[config.mk]
export PLATFORM = sky130hd
export DESIGN_NAME = mem_wb_stage
export DESIGN_NICKNAME = d
export VERILOG_FILES = /design/src/rtl/mem_wb_stage.sv
export SDC_FILE = /design/constraint.sdc
export NUM_CORES = 1
export LEC_CHECK = 0
export ABC_AREA = 1
export CORE_MARGIN = 2
export CORE_UTILIZATION = 30
export DETAILED_ROUTE_END_ITERATION = 16
export GPL_TIMING_DRIVEN = 0
export HOLD_SLACK_MARGIN = 0.12
export PLACE_DENSITY = 0.66
export RECOVER_POWER = 100
export SYNTH_ARGS = -nofsm -noshare
export SYNTH_HDL_FRONTEND = slang
export SYNTH_SLANG_ARGS = --single-unit
[constraint.sdc]
create_clock -name clk -period 1.2 [get_ports clk]
set_input_delay 0.18 -clock clk [delete_from_list [all_inputs] [get_ports clk]]
set_output_delay 0.18 -clock clk [all_outputs]
set_load 0.005 [all_outputs]
[src/rtl/mem_wb_stage.sv]
// MEM/WB pipeline stage: drives a handshaked data-memory port, stalls upstream while a
// transfer is outstanding, and flags misaligned accesses and memory timeouts.
module mem_wb_stage #(
    parameter int unsigned TIMEOUT = 15
) (
    input  logic        clk,
    input  logic        rst_n,

    input  logic [31:0] EX_MEM_ALUResult,
    input  logic [31:0] EX_MEM_RtData,
    input  logic [4:0]  EX_MEM_WriteReg,
    input  logic        EX_MEM_RegWrite,
    input  logic        EX_MEM_MemWrite,
    input  logic        EX_MEM_MemtoReg,
    input  logic        EX_MEM_MemRead,

    output logic        mem_req,
    output logic        mem_we,
    output logic [31:0] mem_addr,
    output logic [31:0] mem_wdata,
    input  logic        mem_ready,
    input  logic [31:0] mem_rdata,

    output logic [31:0] MEM_WB_ReadData,
    output logic [31:0] MEM_WB_ALUResult,
    output logic [4:0]  MEM_WB_WriteReg,
    output logic        MEM_WB_RegWrite,
    output logic        MEM_WB_MemtoReg,

    output logic        stall,
    output logic        misalign_err,
    output logic        mem_timeout
);

    typedef enum logic [0:0] {Idle, Access} state_t;

    // Abort fires on the last permitted wait cycle, so mem_req is high for TIMEOUT cycles.
    localparam logic [7:0] TimeoutLast = 8'(TIMEOUT - 1);

    state_t     state;
    logic [7:0] cnt;
    logic       access;
    logic       store;
    logic       aligned;
    logic       timeout_hit;

    always_comb begin
        access      = EX_MEM_MemRead | EX_MEM_MemWrite;
        store       = EX_MEM_MemWrite;
        aligned     = (EX_MEM_ALUResult[1:0] == 2'b00);
        timeout_hit = (cnt >= TimeoutLast);
    end

    always_comb begin
        stall = 1'b0;
        if (rst_n) begin
            case (state)
                Idle:    stall = access & aligned;
                Access:  stall = ~mem_ready & ~timeout_hit;
                default: stall = 1'b0;
            endcase
        end
    end

    always_ff @(posedge clk or negedge rst_n) begin
        if (!rst_n) begin
            state            <= Idle;
            cnt              <= 8'd0;
            mem_req          <= 1'b0;
            mem_we           <= 1'b0;
            mem_addr         <= 32'd0;
            mem_wdata        <= 32'd0;
            MEM_WB_ReadData  <= 32'd0;
            MEM_WB_ALUResult <= 32'd0;
            MEM_WB_WriteReg  <= 5'd0;
            MEM_WB_RegWrite  <= 1'b0;
            MEM_WB_MemtoReg  <= 1'b0;
            misalign_err     <= 1'b0;
            mem_timeout      <= 1'b0;
        end else begin
            misalign_err <= 1'b0;
            mem_timeout  <= 1'b0;
            case (state)
                Idle: begin
                    if (!access) begin
                        MEM_WB_ReadData  <= 32'd0;
                        MEM_WB_ALUResult <= EX_MEM_ALUResult;
                        MEM_WB_WriteReg  <= EX_MEM_WriteReg;
                        MEM_WB_RegWrite  <= EX_MEM_RegWrite;
                        MEM_WB_MemtoReg  <= EX_MEM_MemtoReg;
                    end else if (aligned) begin
                        state           <= Access;
                        cnt             <= 8'd0;
                        mem_req         <= 1'b1;
                        mem_we          <= store;
                        mem_addr        <= EX_MEM_ALUResult;
                        mem_wdata       <= EX_MEM_RtData;
                        MEM_WB_RegWrite <= 1'b0;
                    end else begin
                        MEM_WB_RegWrite <= 1'b0;
                        misalign_err    <= 1'b1;
                    end
                end
                Access: begin
                    if (mem_ready) begin
                        // Upstream was held, so EX/MEM still carries this instruction.
                        state            <= Idle;
                        mem_req          <= 1'b0;
                        MEM_WB_ReadData  <= store ? 32'd0 : mem_rdata;
                        MEM_WB_ALUResult <= EX_MEM_ALUResult;
                        MEM_WB_WriteReg  <= EX_MEM_WriteReg;
                        MEM_WB_RegWrite  <= EX_MEM_RegWrite & ~store;
                        MEM_WB_MemtoReg  <= EX_MEM_MemtoReg & ~store;
                    end else if (timeout_hit) begin
                        state           <= Idle;
                        mem_req         <= 1'b0;
                        MEM_WB_RegWrite <= 1'b0;
                        mem_timeout     <= 1'b1;
                    end else begin
                        MEM_WB_RegWrite <= 1'b0;
                        if (cnt != 8'hFF) begin
                            cnt <= cnt + 8'd1;
                        end
                    end
                end
                default: state <= Idle;
            endcase
        end
    end

endmodule

; ---- Yosys cells after proc, flatten, opt, wreduce, memory -nomap -nowiden
; Cells that the tools add are included.
[op_classes]
magnitude_cmp = 1
eq_ne = 9
n_reduce_logical = 5
n_mux = 40
bitwise_logic = 9
addsub = 1
[op_table]
columns = operator, count
row1 = $mux 32, 5
row2 = $pmux 32 s2, 2
row3 = $mux 8, 5
row4 = $mux 1, 19
row5 = $pmux 8 s2, 1
row6 = $ne 2x2->1 const B, 6
row7 = $mux 5, 2
row8 = $pmux 1 s2, 5
row9 = $pmux 5 s2, 1
row10 = $add 8x1->8 const B, 1
row11 = $ge 8x4->1 const B, 1
row12 = $ne 8x8->1 const B, 1
row13 = $reduce_and 3->1, 2
row14 = $reduce_and 5->1, 1
row15 = $and 1x1->1, 4
row16 = $not 1->1, 4
row17 = $ne 3x2->1 const B, 1
row18 = $logic_not 2->1, 1
row19 = $ne 2x1->1 const B, 1
row20 = $reduce_and 2->1, 1
row21 = $or 1x1->1, 1
[totals]
register_bits = 148
wordCells = 78
output_inout_bits = 140
input_bits = 108

; ---- Longest topological paths before layout
[depth]
depth_word = 5
depth_mapped = 9
depth_no_buf = 9

; ---- Least setup slack after synthesis
; Ideal clock, no wire load.
[synth_timing]
path_type = register -> output
startpoint = register cnt[0]
endpoint = output stall
slack_ns = -0.126
required_ns = 1.020
stages_incl_launch_ff = 8
t_arrival_ns = 1.146
n_path_buf = 0
cell_sequence = dfrtp_1 > inv_1 > ha_1 > inv_1 > nand2_1 > nand2_1 > nand3_2 > a21boi_0
[synth_via]
elab_chain_cells = 5
[synth_rtl]
columns = element, line
row1 = "start, declared", 41  ; logic [7:0] cnt;
row2 = "start signal, assigned", 122  ; cnt <= cnt + 8'd1;
row3 = $ge 8x4->1, 51  ; timeout_hit = (cnt >= TimeoutLast);
row4 = $not 1->1, 59  ; Access: stall = ~mem_ready & ~timeout_hit;
row5 = $and 1x1->1, 59
row6 = $pmux 1 s2, 57  ; case (state)
row7 = $mux 1, 56  ; if (rst_n) begin
row8 = "end, declared", 30  ; output logic stall,
; Every way passes these cells.

; ---- Worst setup path in the final report
[layout_timing]
startpoint = register cnt[1]
endpoint = output stall
; Same word-level chain as after synthesis.

==> out/qor.yml <==
power:
  power.share.switching_pct: 30.3
  comb_power_share_pct: 29.9
  clkPwrFrac_pct: 31.3
  p_leak_nw: 5.34
  seqPwrFrac_pct: 38.9
  powerDensity_mw_per_mm2: 1590
  vdd_ir_drop_max_mv: 0.964
  internal_power_mw: 11.9
  switchingPower_mw: 5.17
synthesis:
  yosys_warnings: 0
  netlist_area_mm2: 0.00581
  ys_top_cells_by_count: "dfrtp_1 (148), nand2_1 (134), nand3_1 (80), inv_1 (77), o21ai_0 (59)"
  synth_fp_nets: 735
  synth_top_area_share_pct: 63.7
  synth_flop_cell: "dfrtp_1"
  synth_edf_count: 0
  avgSynthCellArea_um2: 9.30
  yosysTopAreaCell: "dfrtp_1"
  syn_inst: 625
  yosysSeqAreaShare_pct: 63.7
  ys_ff_latch: 148
  ys_types: 22
  async_flop_share_pct: 100
  synthTopCellsByArea: "dfrtp_1 (64%), nand2_1 (8.7%), nand3_1 (6.9%)"
  yosysMostFrequentCell: "dfrtp_1"
sta:
  fmax_mhz: 595
  tightest_slew_ns: 0.910
  hold_viol_final: 92
  worst_slack_ns: -0.479
  slew_violations: 0
  setup_viol_count_final: 134
  min_period_ns: 1.68
  finalClockSkew_ns: 0.00865
  slew_headroom_pct: 39.3
  hold_slack_ns: -0.165
  rsz0062_at_grt: "yes"
  finalCritPeriodShare_pct: 140
floorplanning:
  start_util_pct: 30.9
  die_h_um: 143
  die_x_um: 143
  fp-row-count: 50
  core_mm2: 0.0188
  die_area_mm2: 0.0205
  io_pins: 248
cells_and_area:
  nNetsFinal: 1082
  drive_gt1_share_pct: 50.2
  fin_cells: 1246
  syn_to_final_growth_pct: 84.7
  final_util_pct: 57.0
routing:
  antenna_left: 0
  vias_per_cell: 4.52
  vias: 5632
  drc: 0
  drt-total-wl_mm: 20.6
  dr.pass1.iters: 5
  routedWlPerCell_um: 16.5
  drtIter0Drc: 172
clock_tree:
  insertion_delay_ns: 0.42
  path_clk_slew_ns: 0.06
  cts_tree: "built"
  root_buffer: "clkbuf_16"
  cts_buffers: 17
  clk_path_buf_depth: 2
  htree_levels: 4
  cts.sinks: 148
placed_design:
  hpwlAfterDp_mm: 12.8
  numPortBuffers: 247
  dp.cells: 1133
  globalplace.congestion: 0.831
global_routing:
  antenna_found_initial: 1
  grt_pass1_vias: 5697
  grt_pass1_wl_mm: 31.2
  gr-total-overflow: 0
  grt_max_degree: 95
  track_usage_pct: 19.9
setup_path:
  cp_num_buf_inv: 2
  r2r-end: "cnt[2]$_DFFE_PN0P_"
  slowest_stage: "dfrtp_1"
  ff2ff_setup_slack_ns: -0.24
  startpoint_type: "register"
  cpLargestDelayFamily: "flip-flops"
  cp_slowest_stage_delay_ns: 0.39
  cp.arrival_ns: 1.50
  cp-end-kind: "primary output"
  worstSetupPathType: "register to primary output"
  crit_required_ns: 1.02
  rr_startpoint: "state$_DFF_PN0_"
  crit_chain: "ha_2, inv_2, nand2_1, nand2_2, nand3_4, a21boi_2, buf_2"
  critPathMaxFanout: 2
  r2r_cells: 9
run_status:
  violations: "negative hold slack, negative setup slack"
  outcome: "finished with violations"
worst_hold_path:
  hold_class: "input pin to asynchronous set/reset pin"
job:
  drv_cap: 0
## power groups by stage
stage / Clock [mW] / Sequential (mW) / Combinational (mW)
floorplan: 0 / 6.63 / 1.15
global placement: 0 / 6.56 / 4.02
detailed placement: 0 / 6.59 / 4.08
CTS: 5.43 / 6.54 / 4.76
global route: 5.67 / 6.74 / 5.53
finish: 5.34 / 6.63 / 5.10
## state kept, by name (all words and copies together) (netlist names)
name / flops
MEM_WB_ALUResult: 32
MEM_WB_MemtoReg: 1
MEM_WB_ReadData: 32
MEM_WB_RegWrite: 1
MEM_WB_WriteReg: 5
cnt: 8
mem_addr: 32
mem_req: 1
mem_timeout: 1
mem_wdata: 32
mem_we: 1
misalign_err: 1
state: 1
## worst max path at each step
stage                   startpoint         endpoint  slack [ns]  cells past startpoint
6_report        cnt[1]$_DFFE_PN0P_            stall       -0.48                      7
5_1_grt         cnt[0]$_DFFE_PN0P_            stall       -0.58                      8
4_1_cts         cnt[0]$_DFFE_PN0P_            stall       -0.50                      8
3_5_place_dp   EX_MEM_ALUResult[1]            stall       -0.93                      6
3_3_place_gp                 rst_n  state$_DFF_PN0_       -6.94                      1
2_1_floorplan   cnt[0]$_DFFE_PN0P_            stall       -0.04                      7
## repair_timing
action | CTS | global route
buffers inserted | 54 | 17
cloned | 18 | 2
setup endpoints to repair | 286 | 185
resized for setup | 786 | 193
pin swaps | 17 | 8
hold endpoints to repair | 92 | 92
## kinds of logic (layout without fill, tap and decap cells)
logic type / after synthesis / after routing / synth area share (%)
AND/OR/NAND/NOR: 263 / 264 / 19.2
other: 0 / 1 / 0
flip-flops: 148 / 148 / 63.7
adder cells (fa/ha/maj): 2 / 2 / 0.431
buffers and inverters: 113 / 472 / 7.84
AO/OA/AOI/OAI: 99 / 99 / 8.79
## through the flow
step	setup WS [ns]	area [um2]	total power, mW	hold WS, ns	TNS (ns)
after floorplan	-0.0358	5840	7.79	-0.116	-0.0931
after global placement	-6.94	8640	10.6	0.453	-1019.63
after detailed placement	-0.929	8670	10.7	0.346	-78.63
after CTS	-0.504	10400	16.7	-0.103	-36.19
after global routing	-0.583	10700	17.9	-0.0744	-28.51
final	-0.479	10700	17.1	-0.165	-21.81
## placed cells by master, fill, tap and decap left out, types with 2 or more instances in the layout
cell type and instances:
bufinv_16 2, clkinv_4 3, buf_12 10, clkbuf_16 24, o21ai_1 22, inv_1 74, nand2_2 63, buf_2 104
nand3_2 13, nor2_2 13, o21ai_2 41, a21oi_4 2, a21boi_2 2, a21oi_2 26, nand2_8 4, nand3_4 3
clkbuf_2 39, dfrtp_1 147, clkdlybuf4s50_1 105, inv_6 2, nand3_1 66, buf_8 25, clkbuf_1 5, nor2_4 23
buf_6 13, nand2_4 15, nor2_1 5, buf_4 45, clkinvlp_4 2, nor3_1 2, a21oi_1 2, buf_16 6
clkinv_2 3, nand2_1 56, inv_2 3, clkbuf_8 3
## layout make-up
class | count | area, um2
Antenna cell | 1 | 2.50
Buffer | 34 | 475
Clock buffer | 21 | 460
Clock inverter | 11 | 125
Fill cell | 1636 | 8100
Inverter | 78 | 298
Multi-Input combinational cell | 365 | 2560
Sequential cell | 148 | 3700
Tap cell | 260 | 325
Timing Repair Buffer | 328 | 2780
## per-layer routing
layer / vias up / track usage (%) / share of wire [%]
li1: 2691 / - / -
met4: 0 / 6.83 / 2.2
met5: - / 0 / 0
met1: 2744 / 25.1 / 41
met2: 168 / 33.2 / 52
met3: 29 / 5.23 / 4.9
No activity file was read; power rests on OpenSTA's default activity.
